--- src/rtl/keypad_scanner_if.sv ---
// Keypad-side bundle: raw rows, clear request, column drive and the accepted-key outputs.
// The scanner takes the slave view; whatever drives the keypad takes the master view.
interface keypad_scanner_if;
    logic [3:0]  Row;
    logic        Clear;
    logic [3:0]  Col;
    logic [3:0]  Key_Code;
    logic        Key_Valid;
    logic        Key_Held;
    logic [15:0] Data;

    modport master (
        output Row,
        output Clear,
        input  Col,
        input  Key_Code,
        input  Key_Valid,
        input  Key_Held,
        input  Data
    );

    modport slave (
        input  Row,
        input  Clear,
        output Col,
        output Key_Code,
        output Key_Valid,
        output Key_Held,
        output Data
    );
endinterface

--- src/rtl/keypad_scanner.sv ---
// 4x4 matrix keypad scanner: one column driven low per dwell, debounced press/release,
// one-cycle strobe per accepted key and a 4-nibble entry shift register.
module keypad_scanner #(
    parameter int SCAN_DIV     = 100000,
    parameter int DEBOUNCE_CNT = 3
) (
    input  logic            CLK,
    input  logic            Reset,
    keypad_scanner_if.slave kp
);

    localparam int DIV_W = $clog2(SCAN_DIV);
    localparam int CNT_W = $clog2(DEBOUNCE_CNT + 1);
    localparam logic [DIV_W-1:0] DIV_LAST = DIV_W'(SCAN_DIV - 1);
    // Counters are compared before incrementing, so the last matching sample sees CNT-1.
    localparam logic [CNT_W-1:0] CNT_LAST = CNT_W'(DEBOUNCE_CNT - 1);

    typedef enum logic [1:0] {
        SCAN,
        DEBOUNCE,
        HELD
    } state_t;

    state_t           state;
    logic [3:0]       row_meta;
    logic [3:0]       row_s;
    logic [DIV_W-1:0] div;
    logic [1:0]       col_idx;
    logic [3:0]       cand;
    logic [CNT_W-1:0] match;
    logic [CNT_W-1:0] rel;

    logic             sample;
    logic             single;
    logic [1:0]       row_idx;
    logic [1:0]       next_col;

    function automatic logic [3:0] col_drive(input logic [1:0] idx);
        return ~(4'b0001 << idx);
    endfunction

    // NOTE: every signal written here gets a default first, so no path can leave it
    // unassigned and infer a latch.
    always_comb begin
        single  = 1'b0;
        row_idx = 2'd0;
        unique case (row_s)
            4'b1110: begin single = 1'b1; row_idx = 2'd0; end
            4'b1101: begin single = 1'b1; row_idx = 2'd1; end
            4'b1011: begin single = 1'b1; row_idx = 2'd2; end
            4'b0111: begin single = 1'b1; row_idx = 2'd3; end
            default: begin single = 1'b0; row_idx = 2'd0; end
        endcase
        sample   = (div == DIV_LAST);
        next_col = col_idx + 2'd1;
    end

    // NOTE: all state below is updated with non-blocking assignments so every register
    // sees the pre-edge values of the others, independent of statement order.
    always_ff @(posedge CLK) begin
        if (Reset) begin
            state        <= SCAN;
            row_meta     <= 4'hF;
            row_s        <= 4'hF;
            div          <= '0;
            col_idx      <= 2'd0;
            cand         <= 4'd0;
            match        <= '0;
            rel          <= '0;
            kp.Col       <= 4'b1110;
            kp.Key_Code  <= 4'd0;
            kp.Key_Valid <= 1'b0;
            kp.Key_Held  <= 1'b0;
            kp.Data      <= 16'd0;
        end else begin
            row_meta     <= kp.Row;
            row_s        <= row_meta;
            kp.Key_Valid <= 1'b0;
            div          <= sample ? '0 : div + 1'b1;

            // Clear beats a coincident shift; the strobe and code are unaffected.
            if (kp.Clear) begin
                kp.Data <= 16'd0;
            end else if (kp.Key_Valid) begin
                kp.Data <= {kp.Data[11:0], kp.Key_Code};
            end

            if (sample) begin
                unique case (state)
                    SCAN: begin
                        if (single) begin
                            cand  <= {row_idx, col_idx};
                            match <= CNT_W'(1);
                            state <= DEBOUNCE;
                        end else begin
                            col_idx <= next_col;
                            kp.Col  <= col_drive(next_col);
                        end
                    end
                    DEBOUNCE: begin
                        if (single && (row_idx == cand[3:2])) begin
                            if (match == CNT_LAST) begin
                                kp.Key_Code  <= cand;
                                kp.Key_Valid <= 1'b1;
                                kp.Key_Held  <= 1'b1;
                                rel          <= '0;
                                state        <= HELD;
                            end else begin
                                match <= match + 1'b1;
                            end
                        end else begin
                            state   <= SCAN;
                            col_idx <= next_col;
                            kp.Col  <= col_drive(next_col);
                        end
                    end
                    HELD: begin
                        if (row_s == 4'hF) begin
                            if (rel == CNT_LAST) begin
                                kp.Key_Held <= 1'b0;
                                state       <= SCAN;
                                col_idx     <= next_col;
                                kp.Col      <= col_drive(next_col);
                            end else begin
                                rel <= rel + 1'b1;
                            end
                        end else begin
                            rel <= '0;
                        end
                    end
                    default: begin
                        state <= SCAN;
                    end
                endcase
            end
        end
    end

endmodule

--- src/flat_wrapper.sv ---
// flat-port wrapper written by rule: the top's interface ports become plain ports
module keypad_scanner_flat 
#(
    parameter int SCAN_DIV     = 100000,
    parameter int DEBOUNCE_CNT = 3
)
  (CLK, Reset, kp_Row, kp_Clear, kp_Col, kp_Key_Code, kp_Key_Valid, kp_Key_Held, kp_Data);
  keypad_scanner_if kp_i ();
  input  logic CLK;
  input  logic Reset;
  input wire logic [$bits(kp_i.Row)-1:0] kp_Row;
  input wire logic [$bits(kp_i.Clear)-1:0] kp_Clear;
  output wire logic [$bits(kp_i.Col)-1:0] kp_Col;
  output wire logic [$bits(kp_i.Key_Code)-1:0] kp_Key_Code;
  output wire logic [$bits(kp_i.Key_Valid)-1:0] kp_Key_Valid;
  output wire logic [$bits(kp_i.Key_Held)-1:0] kp_Key_Held;
  output wire logic [$bits(kp_i.Data)-1:0] kp_Data;
  assign kp_i.Row = kp_Row;
  assign kp_i.Clear = kp_Clear;
  assign kp_Col = kp_i.Col;
  assign kp_Key_Code = kp_i.Key_Code;
  assign kp_Key_Valid = kp_i.Key_Valid;
  assign kp_Key_Held = kp_i.Key_Held;
  assign kp_Data = kp_i.Data;
  keypad_scanner #(.SCAN_DIV(SCAN_DIV), .DEBOUNCE_CNT(DEBOUNCE_CNT)) u_core (.CLK(CLK), .Reset(Reset), .kp(kp_i));
endmodule
--- config.mk ---
export PLATFORM = sky130hd
export DESIGN_NAME = keypad_scanner_flat
export DESIGN_NICKNAME = d
export VERILOG_FILES = /design/src/rtl/keypad_scanner_if.sv /design/src/rtl/keypad_scanner.sv /design/src/flat_wrapper.sv
export SDC_FILE = /design/constraint.sdc
export NUM_CORES = 1
export LEC_CHECK = 0
export ABC_AREA = 1
export ABC_CLOCK_PERIOD_IN_PS = 3500
export CORE_MARGIN = 10
export CORE_UTILIZATION = 60
export CTS_BUF_LIST = sky130_fd_sc_hd__clkbuf_4 sky130_fd_sc_hd__clkbuf_8 sky130_fd_sc_hd__clkbuf_16
export CTS_CLUSTER_DIAMETER = 40
export DETAILED_ROUTE_END_ITERATION = 12
export PLACE_DENSITY = 0.92
export SYNTH_ARGS = -nofsm -noshare
export SYNTH_HDL_FRONTEND = slang
export SYNTH_SLANG_ARGS = --single-unit
--- constraint.sdc ---
create_clock -name CLK -period 3.5 [get_ports CLK]
set_clock_uncertainty 0.1 [all_clocks]
set_input_delay 0.7 -clock CLK [delete_from_list [all_inputs] [get_ports CLK]]
set_output_delay 0.7 -clock CLK [all_outputs]
set_load 0.01 [all_outputs]
# Word level (Yosys, flattened, before mapping)
# Cells that the tools add are included.
[totals]
out_inout_bits = 26
reg_bits = 63
wordCells = 91
[op_classes]
reduce_logical = 16
bitwise = 4
muxes = 32
addsub = 4
n_eq_ne = 21
shift = 1
[op_table]
columns = ["op", "count"]
rows = [
  ["2-to-1 mux 2 bit", 15],
  ["case mux 2 bit (3 select lines)", 3],
  ["adder 17 x 1 -> 17 bit, second input constant", 1],
  ["== test 17 bit, second input constant", 1],
  ["== test 4 bit, second input constant", 4],
  ["2-to-1 mux 4 bit", 4],
  ["AND reduction 5 bit", 3],
  ["case mux 4 bit (3 select lines)", 1],
  ["AND reduction 6 bit", 2],
  ["!= test 2 x 1 -> 1 bit, second input constant", 5],
  ["case mux 2 bit (2 select lines)", 2],
  ["OR reduction 4 bit", 2],
  ["adder 2 x 1 -> 2 bit, second input constant", 3],
  ["== test 2 bit, second input constant", 3],
  ["2-to-1 mux 1 bit", 6],
  ["!= test 2 bit, second input constant", 3],
  ["!= test 3 bit, second input constant", 2],
  ["== test 4 x 3 -> 1 bit, second input constant", 1],
  ["NOT 4 bit", 1],
  ["AND reduction 4 bit", 1],
  ["nonzero test 2 bit", 2],
  ["OR reduction 2 bit", 2],
  ["<< shifter 1 x 2 -> 4 bit, first input constant", 1],
  ["NOT 1 bit", 3],
  ["7 further kinds", 7],
]

# Logic depth before layout (Yosys ltp)
# Gate-level depths: netlist (run 1).
[depth]
ltp_word = 6
mapped_depth = 13

# Worst setup path after synthesis (run 1)
# OpenSTA, ideal clock, no wires.
[synth_timing]
path_kind = "flip-flop to flip-flop"
from = "register u_core.div[0]"
to = "register u_core.kp.Col[2]"
stages_incl_launch_ff = 11
required_ns = 3.281
arrival_time_ns = 1.363
setup_slack_ns = 1.918
cell_sequence = "dfxtp_1 ha_1 nand2_1 inv_2 nand2_2 inv_2 nand4_1 a21oi_2 nand2_4 a21oi_1 o21ai_1"
[synth_via]
elab_chain_cells = 2
[synth_lines]
columns = ["element", "line_no", "text"]
rows = [
  ["from (decl)", "keypad_scanner.sv:27", "logic [DIV_W-1:0] div;"],
  ["from (signal assigned)", "keypad_scanner.sv:79", "div <= sample ? '0 : div + 1'b1;"],
  ["== test 17 bit", "keypad_scanner.sv:54", "sample = (div == DIV_LAST);"],
  ["AND reduction 6 bit (no line)", "n/a", ""],
  ["to (signal assigned)", "keypad_scanner.sv:97", "kp.Col <= col_drive(next_col);"],
  ["to (signal assigned)", "keypad_scanner.sv:114", "kp.Col <= col_drive(next_col);"],
  ["to (signal assigned)", "keypad_scanner.sv:123", "kp.Col <= col_drive(next_col);"],
  ["to (decl)", "keypad_scanner_if.sv:25", "output Col,"],
]
# No other way between the ends.
# A chain may end at the register's enable or synchronous reset.

# Worst setup path after layout (run 1)
[layout_timing]
from = "register u_core.kp.Key_Valid"
to = "output kp_Key_Valid"
[layout_rtl]
columns = ["element", "line_no", "text"]
rows = [
  ["from (decl)", "keypad_scanner_if.sv:27", "output Key_Valid,"],
  ["from (signal assigned)", "keypad_scanner.sv:72", "kp.Key_Valid <= 1'b0;"],
  ["from (signal assigned)", "keypad_scanner.sv:78", "kp.Key_Valid <= 1'b0;"],
  ["from (signal assigned)", "keypad_scanner.sv:104", "kp.Key_Valid <= 1'b1;"],
  ["to (decl)", "flat_wrapper.sv:15", "output wire logic [$bits(kp_i.Key_Valid)-1:0] kp_Key_Valid;"],
]
# No word-level cell between the ends.

==> results by group, run 1 <==
Setup path
  • Critical Path Max Stage Delay: 0.71 ns
  • WP data arrival: 1.72 ns
  • Worst endpoint required time: 2.70 ns
  • Endpoint class of the critical path: primary output
  • Crit start category: flip-flop
  • Crit Path Max Fanout: 20
  • Crit path kind: reg2out
  • RR Startpoint: u_core.div[0]
  • Slowest CP cell: dfxtp_1
  • Worst setup startpoint: u_core.kp.Key_Valid
  • Delay-heaviest family, CP: flip-flops
  • Bufs and invs on worst path: 1
  • CP cell instances: clkdlybuf4s50_1

Timing
  • Hold Slack: 0.3080 ns
  • Tmin final: 2.518 ns
  • Sum Neg Setup Slack: 0 ns
  • Final period util: 71.93%
  • Rel. slew slack: 56.77%
  • Worst-Margin Slew: 0.6468 ns
  • RSZ-0062 raised after global routing: no
  • Slew Limit Fails: 0
  • Setup ws final: 0.9824 ns
  • Final hold violation count: 0
  • Final setup violation count: 0
  • Max Fclk: 397.2 MHz

Drt
  • DRC violations left: 0
  • Drt initial violations: 139
  • Wire per inst: 12.30 µm
  • Final Routed Wirelength: 6.052 mm
  • Via/cell ratio: 5.120
  • Vias: 2,519
  • DRT Pass-1 Iters: 4
  • Remaining antenna violation count after routing: 0

GRT
  • Largest net degree at the start of global routing: 21
  • Vias in the first global route: 2,456
  • GRT Util Overall: 15.29%
  • Congestion Overflow GR: 0
  • First-pass GRT wire length: 10.48 mm
  • Initial antenna violation count: 0

Clock network
  • Post-CTS resize count: 0
  • CTS tree: done
  • Total CTS buffers: 9
  • Root Buffer: clkbuf_8
  • Clk_lat worst skew: 0.34 ns
  • Hold Buf Count CTS: 0
  • Clock tree buffer depth: 2
  • CTS clock-pin slew for the worst setup and hold paths: 0.07 ns
  • Post-CTS setup buffers: 0
  • H-tree Lvls: 3
  • Sink Count: 63

Place
  • RePlAce Congestion: 0.9512
  • Port-buffer cells: 32
  • Placed wire-length estimate: 4.482 mm
  • Post-Place Setup Slack: 0.9433 ns

Cells and area
  • Most common cell after layout, fill and taps aside: nand2_1
  • Share of cells above drive strength 1: 16.71%
  • NumNets Final: 434
  • Most frequent cells in the layout: nand2_1, dfxtp_1, nor2_1
  • Area grow syn2layout: 20.40%
  • ANT cells: 0
  • Final-layout fill cell count: 334

Power and ir drop
  • Max VDD drop: 0.3279 mV
  • Leakage: 1.393 nW
  • Tot Pwr: 0.001472 W
  • Pwr Density: 418.0 nW/µm²

Floorplan
  • Die area: 8069 µm²
  • Num ports: 33
  • Die height: 89.83 µm
  • Core box area: 4723 µm²
  • Row cnt: 25
  • Chip width: 89.83 µm
  • Initial Util: 61.93%

Synthesis
  • Netlist Area Pre-Place: 2925 µm²
  • Syn. warnings: 0
  • Post-synth top area cell: dfxtp_1
  • Synthesized area per cell: 7.638 µm²
  • Sequential share of the synthesized area: 43.11%
  • Ranking of synthesized cells by area: dfxtp_1, nand2_1, a21oi_1
  • Mapped Nets: 397
  • Gate Count Post-Synth: 383
  • Library cells used by synthesis: 34
  • Share of the synthesized area in the top cell type: 43.11%
  • #FFs+latches synth: 63

Hold path
  • Worst Hold Class: reg2reg
  • Startpoint of the worst hold path: u_core.row_meta[0]

Flow run
  • Max_cap viols: 0

Status
  • Status: finished, final reports clean
layer usage:
layer | global-route usage (%) | vias to the layer above | wire (µm)
met2 | 27.30 | 65 | 2978
met1 | 15.08 | 1135 | 2583
met3 | 4.904 | 22 | 333
met5 | 0 | - | 0
met4 | 9.164 | 0 | 156
li1 | - | 1297 | -
power breakdown:
part | total (W) | switching (W) | internal (W)
clock | 0.000692 | 0.000290 | 0.000401
sequential | 0.000728 | 0.00000463 | 0.000724
combinational | 0.0000526 | 0.0000329 | 0.0000197
cells by family (layout without fill, tap and decap cells):
group | Yosys count | count (layout) | synth area share [%]
AND/OR/NAND/NOR | 199 | 199 | 35.42
flip-flops | 63 | 63 | 43.11
buffers and inverters | 55 | 97 | 7.356
AO/OA/AOI/OAI | 53 | 53 | 9.324
adder cells (fa/ha/maj) | 7 | 7 | 2.994
XOR/XNOR | 6 | 6 | 1.796
final timing paths:
path | endpoint | slack, ns | cells after the start
worst min-delay path | u_core.row_s[0] | 0.31 | 1
worst max register to register | u_core.div[8] | 1.56 | 8
worst min register to register | u_core.row_s[0] | 0.31 | 1
worst max-delay path | kp_Key_Valid | 0.98 | 1
synth_stat cells:
library cell / n
nor3b_1: 1
nand2_2: 8
ha_1: 7
nand3_1: 12
nor3_4: 2
buf_6: 1
nand3_2: 4
or2_2: 10
and3_1: 1
inv_2: 9
o21ai_2: 1
nor4_1: 1
buf_2: 1
nor2_1: 42
a21oi_1: 37
nor3_2: 2
nor4_4: 1
nor3_1: 5
a21oi_2: 1
inv_1: 38
clkbuf_1: 5
nand3b_1: 1
nor2_2: 6
nand2_4: 3
nand4_1: 10
xor2_1: 6
clkinv_1: 1
nor2_8: 1
dfxtp_1: 63
o21ai_0: 10
o21ai_1: 4
nand3_4: 1
nor2_4: 5
nand2_1: 83
stage by stage:
step | utilization (%) | area, µm² | std cells
floorplan | - | 2925 | 383
global placement | 69.91 | 3302 | 476
detailed placement | 69.91 | 3302 | 476
CTS | 74.57 | 3522 | 492
global route | 74.57 | 3522 | 492
finish | 74.57 | 3522 | 492
flip-flops by register name, indices dropped and copies added, names as in the netlist:
| register | cells |
|---|---|
| u_core.kp.Data | 16 |
| u_core.rel | 2 |
| u_core.col_idx | 2 |
| u_core.row_s | 4 |
| u_core.div | 17 |
| u_core.kp.Key_Held | 1 |
| u_core.kp.Key_Valid | 1 |
| u_core.kp.Key_Code | 4 |
| u_core.state | 2 |
| u_core.cand | 4 |
| u_core.row_meta | 4 |
| u_core.match | 2 |
| u_core.kp.Col | 4 |
area by class of cell:
class | instances | area [µm²] | share of cell area, %
flip-flops and latches | 63 | 1261 | 35.81
clock inverters | 7 | 96.34 | 2.735
multi-input cells | 265 | 1449 | 41.14
inverters | 48 | 180.2 | 5.115
clock buffers | 9 | 123.9 | 3.517
well taps | 67 | 83.83 | 2.380
repair buffers | 33 | 327.8 | 9.307
Power figures use the tool's default switching activity.
==> run 2, diff against run 1 <==
--- a/config.mk
+++ b/config.mk
@@ -6,13 +6,13 @@
 export NUM_CORES = 1
 export LEC_CHECK = 0
 export ABC_AREA = 1
-export ABC_CLOCK_PERIOD_IN_PS = 3500
+export ABC_CLOCK_PERIOD_IN_PS = 2600
 export CORE_MARGIN = 10
-export CORE_UTILIZATION = 60
+export CORE_UTILIZATION = 56
 export CTS_BUF_LIST = sky130_fd_sc_hd__clkbuf_4 sky130_fd_sc_hd__clkbuf_8 sky130_fd_sc_hd__clkbuf_16
 export CTS_CLUSTER_DIAMETER = 40
 export DETAILED_ROUTE_END_ITERATION = 12
-export PLACE_DENSITY = 0.92
+export PLACE_DENSITY = 0.88
 export SYNTH_ARGS = -nofsm -noshare
 export SYNTH_HDL_FRONTEND = slang
 export SYNTH_SLANG_ARGS = --single-unit
==> constraint.sdc (replaced) <==
create_clock -name CLK -period 2.6 [get_ports CLK]
set_clock_uncertainty 0.1 [all_clocks]
set_input_delay 0.52 -clock CLK [delete_from_list [all_inputs] [get_ports CLK]]
set_output_delay 0.52 -clock CLK [all_outputs]
set_load 0.01 [all_outputs]
==> results by group, run 2 (synthesis results as in run 1) <==
Cells and area
  • Final cell area excluding filler cells: 3500 µm² (-0.64%)
  • Most common cell after layout, fill and taps aside: nand2_1
  • Area grow syn2layout: 19.63%
  • Most frequent cells in the layout: nand2_1, dfxtp_1, nor2_1
  • ANT cells: 0 (unchanged)
  • Top Registers: u_core.div (17), u_core.kp.Data (16)
  • Share of cells above drive strength 1: 16.71% (unchanged)
  • Register Area: 1261 µm² (unchanged)
  • Multi-input logic area: 1449 µm² (unchanged)
  • Max reg flops: 17 (unchanged)
  • Final-layout fill cell count: 417 (+25%)
  • Largest register by flop count: u_core.div
  • NumNets Final: 435 (+0.23%)

Clock network
  • CTS clock-pin slew for the worst setup and hold paths: 0.07 ns (about the same)
  • H-tree Lvls: 3 (unchanged)
  • Total CTS buffers: 9 (unchanged)
  • Clk_lat worst skew: 0.34 ns (about the same)
  • Post-CTS resize count: 0 (unchanged)
  • CTS tree: done
  • Hold Buf Count CTS: 0 (unchanged)
  • Clock tree buffer depth: 2 (unchanged)
  • Post-CTS setup buffers: 0 (unchanged)
  • Root Buffer: clkbuf_8
  • Sink Count: 63 (unchanged)

Drt
  • Vias: 2,534 (+0.60%)
  • DR WL met2: 2.945 mm (-1.1%)
  • DRT Pass-1 Iters: 4 (unchanged)
  • DRC violations left: 0 (unchanged)
  • Met3 routed WL: 312 µm (-6.3%)
  • Highest routed layer: met4
  • Metal-1 WL: 2.791 mm (+8.1%)
  • Remaining antenna violation count after routing: 0 (unchanged)
  • Drt initial violations: 116 (-17%)
  • Via/cell ratio: 5.119 (about the same)
  • Final Routed Wirelength: 6.185 mm (+2.2%)
  • Wire per inst: 12.49 µm (+1.6%)

Place
  • Post-Place Setup Slack: 0.3658 ns (-0.5776 ns)
  • Port-buffer cells: 32 (unchanged)
  • Post-DP Area: 3313 µm² (+0.34%)
  • Placed wire-length estimate: 4.585 mm (+2.3%)
  • RePlAce Congestion: 0.8739 (-8.1%)

Setup path
  • Crit path kind: reg2out
  • Worst endpoint required time: 1.98 ns (-0.72 ns)
  • Endpoint class of the critical path: primary output
  • WP data arrival: 1.44 ns (-0.28 ns)
  • Crit start category: flip-flop
  • Crit Path Max Fanout: 20 (unchanged)

Floorplan
  • Die area: 8515 µm² (+5.5%)
  • Initial Util: 57.64% (-4.3 points)
  • Row cnt: 26 (+4.0%)
  • Die height: 92.28 µm (+2.7%)
  • Chip width: 92.28 µm (+2.7%)
  • Core box area: 5075 µm² (+7.4%)
  • Num ports: 33 (unchanged)

Hold path
  • Worst Hold Class: reg2reg

Power and ir drop
  • Internal Power: 0.001456 W (+27%)
  • Pwr Density: 532.3 nW/µm² (+27%)
  • Comb power frac: 3.9% (+0.3 points)
  • Clock power frac: 43.5% (-3.5 points)
  • Psw: 0.0004066 W (+24%)
  • Leakage: 1.393 nW (about the same)
  • Max VDD drop: 0.4378 mV (+34%)
  • Reg power frac: 52.7% (+3.2 points)
  • Sw Ratio: 21.82% (-0.43 points)

Status
  • Status: finished, final reports clean

Timing
  • Final setup violation count: 0 (unchanged)
  • Slew Limit Fails: 0 (unchanged)
  • Sum Neg Setup Slack: 0 ns (unchanged)
  • RSZ-0062 raised after global routing: no
  • Rel. slew slack: 60.91% (+4.1 points)
  • Max Fclk: 486.4 MHz
  • Worst-Margin Slew: 0.5849 ns (-0.06196 ns)
  • Final hold violation count: 0 (unchanged)
  • Final period util: 79.08%
  • Setup ws final: 0.5439 ns (-0.4385 ns)
  • Tmin final: 2.056 ns

GRT
  • Vias in the first global route: 2,527 (+2.9%)
  • GRT Util Overall: 15.26% (-0.024 points)
  • Initial antenna violation count: 0 (unchanged)
  • First-pass GRT wire length: 10.85 mm (+3.5%)
  • Largest net degree at the start of global routing: 21 (unchanged)
  • Congestion Overflow GR: 0 (unchanged)

Flow run
  • Max_cap viols: 0 (unchanged)
## run 2: layout make-up
type	instances	area share, %
sequential	63	36.04
multi-input combinational	265	41.40
timing repair buffer	34	9.582
clock inverter	4	1.359
inverter	48	5.148
clock buffer	11	3.969
tap	70	2.503
## run 2: final timing paths
path	startpoint	endpoint	slack, ns	cells after the start
worst max-delay path	u_core.kp.Key_Valid	kp_Key_Valid	0.54	2
worst min-delay path	u_core.row_meta[3]	u_core.row_s[3]	0.30	1
worst max register to register	u_core.div[0]	u_core.kp.Col[0]	0.72	12
worst min register to register	u_core.row_meta[3]	u_core.row_s[3]	0.30	1
## run 2: critical path, cell delays in order (launching register included)
cell	delay, ns
dfxtp_1	0.31
buf_4	0.21
clkdlybuf4s50_1	0.58
## run 2: power by group through the flow
stage               sequential (W)  clock (W)  combinational (W)
floorplan                  0.00100          0          0.0000524
global placement           0.00100          0          0.0000679
detailed placement         0.00100          0          0.0000699
CTS                       0.000981   0.000821          0.0000716
global route              0.000981   0.000865          0.0000809
finish                    0.000981   0.000810          0.0000718
## run 2: stage by stage
step / hold slack [ns] / util (%) / power [W] / std cells
global placement: 0.2907 / 65.29 / 0.001070 / 480
detailed placement: 0.2932 / 65.29 / 0.001072 / 480
CTS: 0.3039 / 68.96 / 0.001873 / 495
global route: 0.3236 / 68.96 / 0.001927 / 495
finish: 0.2992 / 68.96 / 0.001863 / 495
floorplan: 0.2895 / - / 0.001053 / 383
## run 2: routing by layer
layer	GRT usage [%]	up-vias
li1	-	1301
met1	17.48	1155
met2	25.53	66
met3	3.586	12
met4	8.612	0
met5	0	-
==> run 3, diff against run 2 <==
--- a/config.mk
+++ b/config.mk
@@ -6,13 +6,13 @@
 export NUM_CORES = 1
 export LEC_CHECK = 0
 export ABC_AREA = 1
-export ABC_CLOCK_PERIOD_IN_PS = 2600
+export ABC_CLOCK_PERIOD_IN_PS = 1600
 export CORE_MARGIN = 10
-export CORE_UTILIZATION = 56
+export CORE_UTILIZATION = 50
 export CTS_BUF_LIST = sky130_fd_sc_hd__clkbuf_4 sky130_fd_sc_hd__clkbuf_8 sky130_fd_sc_hd__clkbuf_16
 export CTS_CLUSTER_DIAMETER = 40
 export DETAILED_ROUTE_END_ITERATION = 12
-export PLACE_DENSITY = 0.88
+export PLACE_DENSITY = 0.83
 export SYNTH_ARGS = -nofsm -noshare
 export SYNTH_HDL_FRONTEND = slang
 export SYNTH_SLANG_ARGS = --single-unit
==> constraint.sdc (replaced) <==
create_clock -name CLK -period 1.6 [get_ports CLK]
set_clock_uncertainty 0.1 [all_clocks]
set_input_delay 0.32 -clock CLK [delete_from_list [all_inputs] [get_ports CLK]]
set_output_delay 0.32 -clock CLK [all_outputs]
set_load 0.01 [all_outputs]
==> results by group, run 3 (synthesis results as in run 1) <==
Status
  • Status: finished with violations
  • Failing checks: setup timing

Drt
  • Remaining antenna violation count after routing: 0 (unchanged)
  • Final Routed Wirelength: 7.046 mm (+14%)
  • Wire per inst: 13.42 µm (+7.4%)
  • DRC violations left: 0 (unchanged)
  • DRT Pass-1 Iters: 4 (unchanged)
  • Via/cell ratio: 5.164 (+0.87%)
  • Vias: 2,711 (+7.0%)
  • Drt initial violations: 190 (+64%)

Floorplan
  • Chip width: 96.49 µm (+4.6%)
  • Die height: 96.49 µm (+4.6%)
  • Initial Util: 52.16% (-5.5 points)
  • Num ports: 33 (unchanged)
  • Row cnt: 27 (+3.8%)
  • Core box area: 5608 µm² (+11%)
  • Die area: 9310 µm² (+9.3%)

Place
  • Post-Place Setup Slack: -0.1104 ns (-0.4761 ns)
  • RePlAce Congestion: 0.8354 (-4.4%)
  • Placed wire-length estimate: 4.580 mm (-0.11%)
  • Post-DP Area: 3486 µm² (+5.2%)
  • Port-buffer cells: 32 (unchanged)

GRT
  • Initial antenna violation count: 0 (unchanged)
  • GRT Util Overall: 14.28% (-0.99 points)
  • Vias in the first global route: 2,447 (-3.2%)
  • Congestion Overflow GR: 0 (unchanged)
  • First-pass GRT wire length: 10.69 mm (-1.5%)
  • Largest net degree at the start of global routing: 20 (-4.8%)

Clock network
  • CTS clock-pin slew for the worst setup and hold paths: 0.08 ns (about the same)
  • Root Buffer: clkbuf_8
  • Hold Buf Count CTS: 0 (unchanged)
  • Total CTS buffers: 9 (unchanged)
  • Clk_lat worst skew: 0.35 ns (about the same)
  • H-tree Lvls: 3 (unchanged)
  • CTS tree: done
  • Clock tree buffer depth: 2 (unchanged)
  • Sink Count: 63 (unchanged)

Timing
  • Sum Neg Setup Slack: -1.539 ns (-1.539 ns)
  • Worst-Margin Slew: 0.4150 ns (-0.1699 ns)
  • Tmin final: 1.712 ns
  • Final setup violation count: 28 (+28)
  • Rel. slew slack: 72.12% (+11 points)
  • Setup ws final: -0.1117 ns (-0.6557 ns)
  • Max Fclk: 584.2 MHz
  • Final hold violation count: 0 (unchanged)
  • Slew Limit Fails: 0 (unchanged)
  • RSZ-0062 raised after global routing: yes
  • Final period util: 107.0%

Setup path
  • Bufs and invs on worst path: 3 (+1)
  • Worst endpoint required time: 1.75 ns (-0.23 ns)
  • Endpoint class of the critical path: flip-flop
  • Crit start category: flip-flop
  • Slowest CP cell: dfxtp_2
  • Crit path kind: reg2reg
  • Critical Path Max Stage Delay: 0.36 ns (-0.22 ns)
  • WP data arrival: 1.86 ns (+0.42 ns)
  • Crit Path Max Fanout: 5 (-75%)
  • Delay-heaviest family, CP: simple AND/OR/NAND/NOR gates
  • CP cell instances: ha_4 > nand2_4 > inv_4 > nand2_4 > inv_4 > nand4_1 > a21oi_2 > nand2_4 > inv_4 > nand2_2 > nand2_1 > nor2_1
  • R2R Setup Slk: -0.11 ns (-0.83 ns)

Cells and area
  • Max reg flops: 17 (unchanged)
  • Most common cell after layout, fill and taps aside: nand2_1
  • Top Registers: u_core.div (17), u_core.kp.Data (16)
  • Most frequent cells in the layout: nand2_1, dfxtp_1, nor2_1
  • Area grow syn2layout: 30.71%
  • NumNets Final: 462 (+6.2%)
  • ANT cells: 0 (unchanged)
  • Share of cells above drive strength 1: 28.04% (+11 points)
  • Largest register by flop count: u_core.div
  • Final cell area excluding filler cells: 3824 µm² (+9.3%)

Power and ir drop
  • Leakage: 1.633 nW (+17%)
  • Tot Pwr: 0.002966 W (+59%)
  • Max VDD drop: 0.6802 mV (+55%)
  • Pwr Density: 775.7 nW/µm² (+46%)

Flow run
  • Max_cap viols: 0 (unchanged)

Hold path
  • Worst Hold Class: reg2reg
==> run 3: cell count changes in the layout (fill, tap and decap cells not counted), moves of 6 or more <==
cell | previous run | this run
clkdlybuf4s50_1 | 32 | 7
dlygate4sd2_1 | 0 | 25
buf_4 | 2 | 25
nand2_1 | 83 | 74
dfxtp_1 | 63 | 57
dfxtp_2 | 0 | 6
nand2_2 | 8 | 14
==> run 3: final timing paths <==
check / cells past startpoint / to / from
hold reg to reg: 1 / u_core.row_s[1] / u_core.row_meta[1]
setup / recovery: 12 / u_core.kp.Col[0] / u_core.div[1]
setup reg to reg: 12 / u_core.kp.Col[0] / u_core.div[1]
hold / removal: 1 / u_core.row_s[1] / u_core.row_meta[1]
==> run 3: power breakdown <==
group / switching (W) / internal, W / total [W] / leakage [nW]
logic: 0.0000910 / 0.0000714 / 0.000162 / 1.03
registers: 0.0000123 / 0.00158 / 0.00160 / 0.509
clock network: 0.000644 / 0.000562 / 0.00121 / 0.0894
total: 0.000748 / 0.00222 / 0.00297 / 1.63
==> run 3: what timing repair did <==
action                                  CTS  global route
pin swaps                                11            13
resized for setup                        33            35
buffers inserted                          2             3
endpoints found under the setup margin   43            40
cloned                                    1             0
==> run 3: cell type report <==
cell class                 instances  area (µm²)
timing repair buffer              60       519.2
sequential                        63        1269
multi-input combinational        266        1585
tap                               72       90.09
clock inverter                     7       48.80
fill                             455        1784
clock buffer                       9       123.9
inverter                          48       187.7
==> run 3: metal layers <==
layer | up-vias | share of wire, % | global-route usage, %
met5 | - | 0 | 0
met1 | 1248 | 41 | 16.35
met4 | 0 | 2.1 | 7.022
li1 | 1359 | - | -
met2 | 91 | 50 | 24.22
met3 | 13 | 6.7 | 3.624
==> run 3: metrics by stage <==
step	utilization, %	hold slack, ns	std cells
2_1_floorplan	-	0.2895	383
3_3_place_gp	62.16	0.2914	503
3_5_place_dp	62.16	0.2936	503
4_1_cts	65.60	0.2986	522
5_1_grt	68.18	0.3200	525
6_report	68.18	0.2931	525
==> run 3: worst register-to-register path, stage by stage, from the launching register on <==
cell and delay, ns:
dfxtp_2 0.36, ha_4 0.16, nand2_4 0.06, inv_4 0.07, nand2_4 0.05, inv_4 0.06
nand4_1 0.15, a21oi_2 0.26, nand2_4 0.12, inv_4 0.08, nand2_2 0.04, nand2_1 0.06
nor2_1 0.04
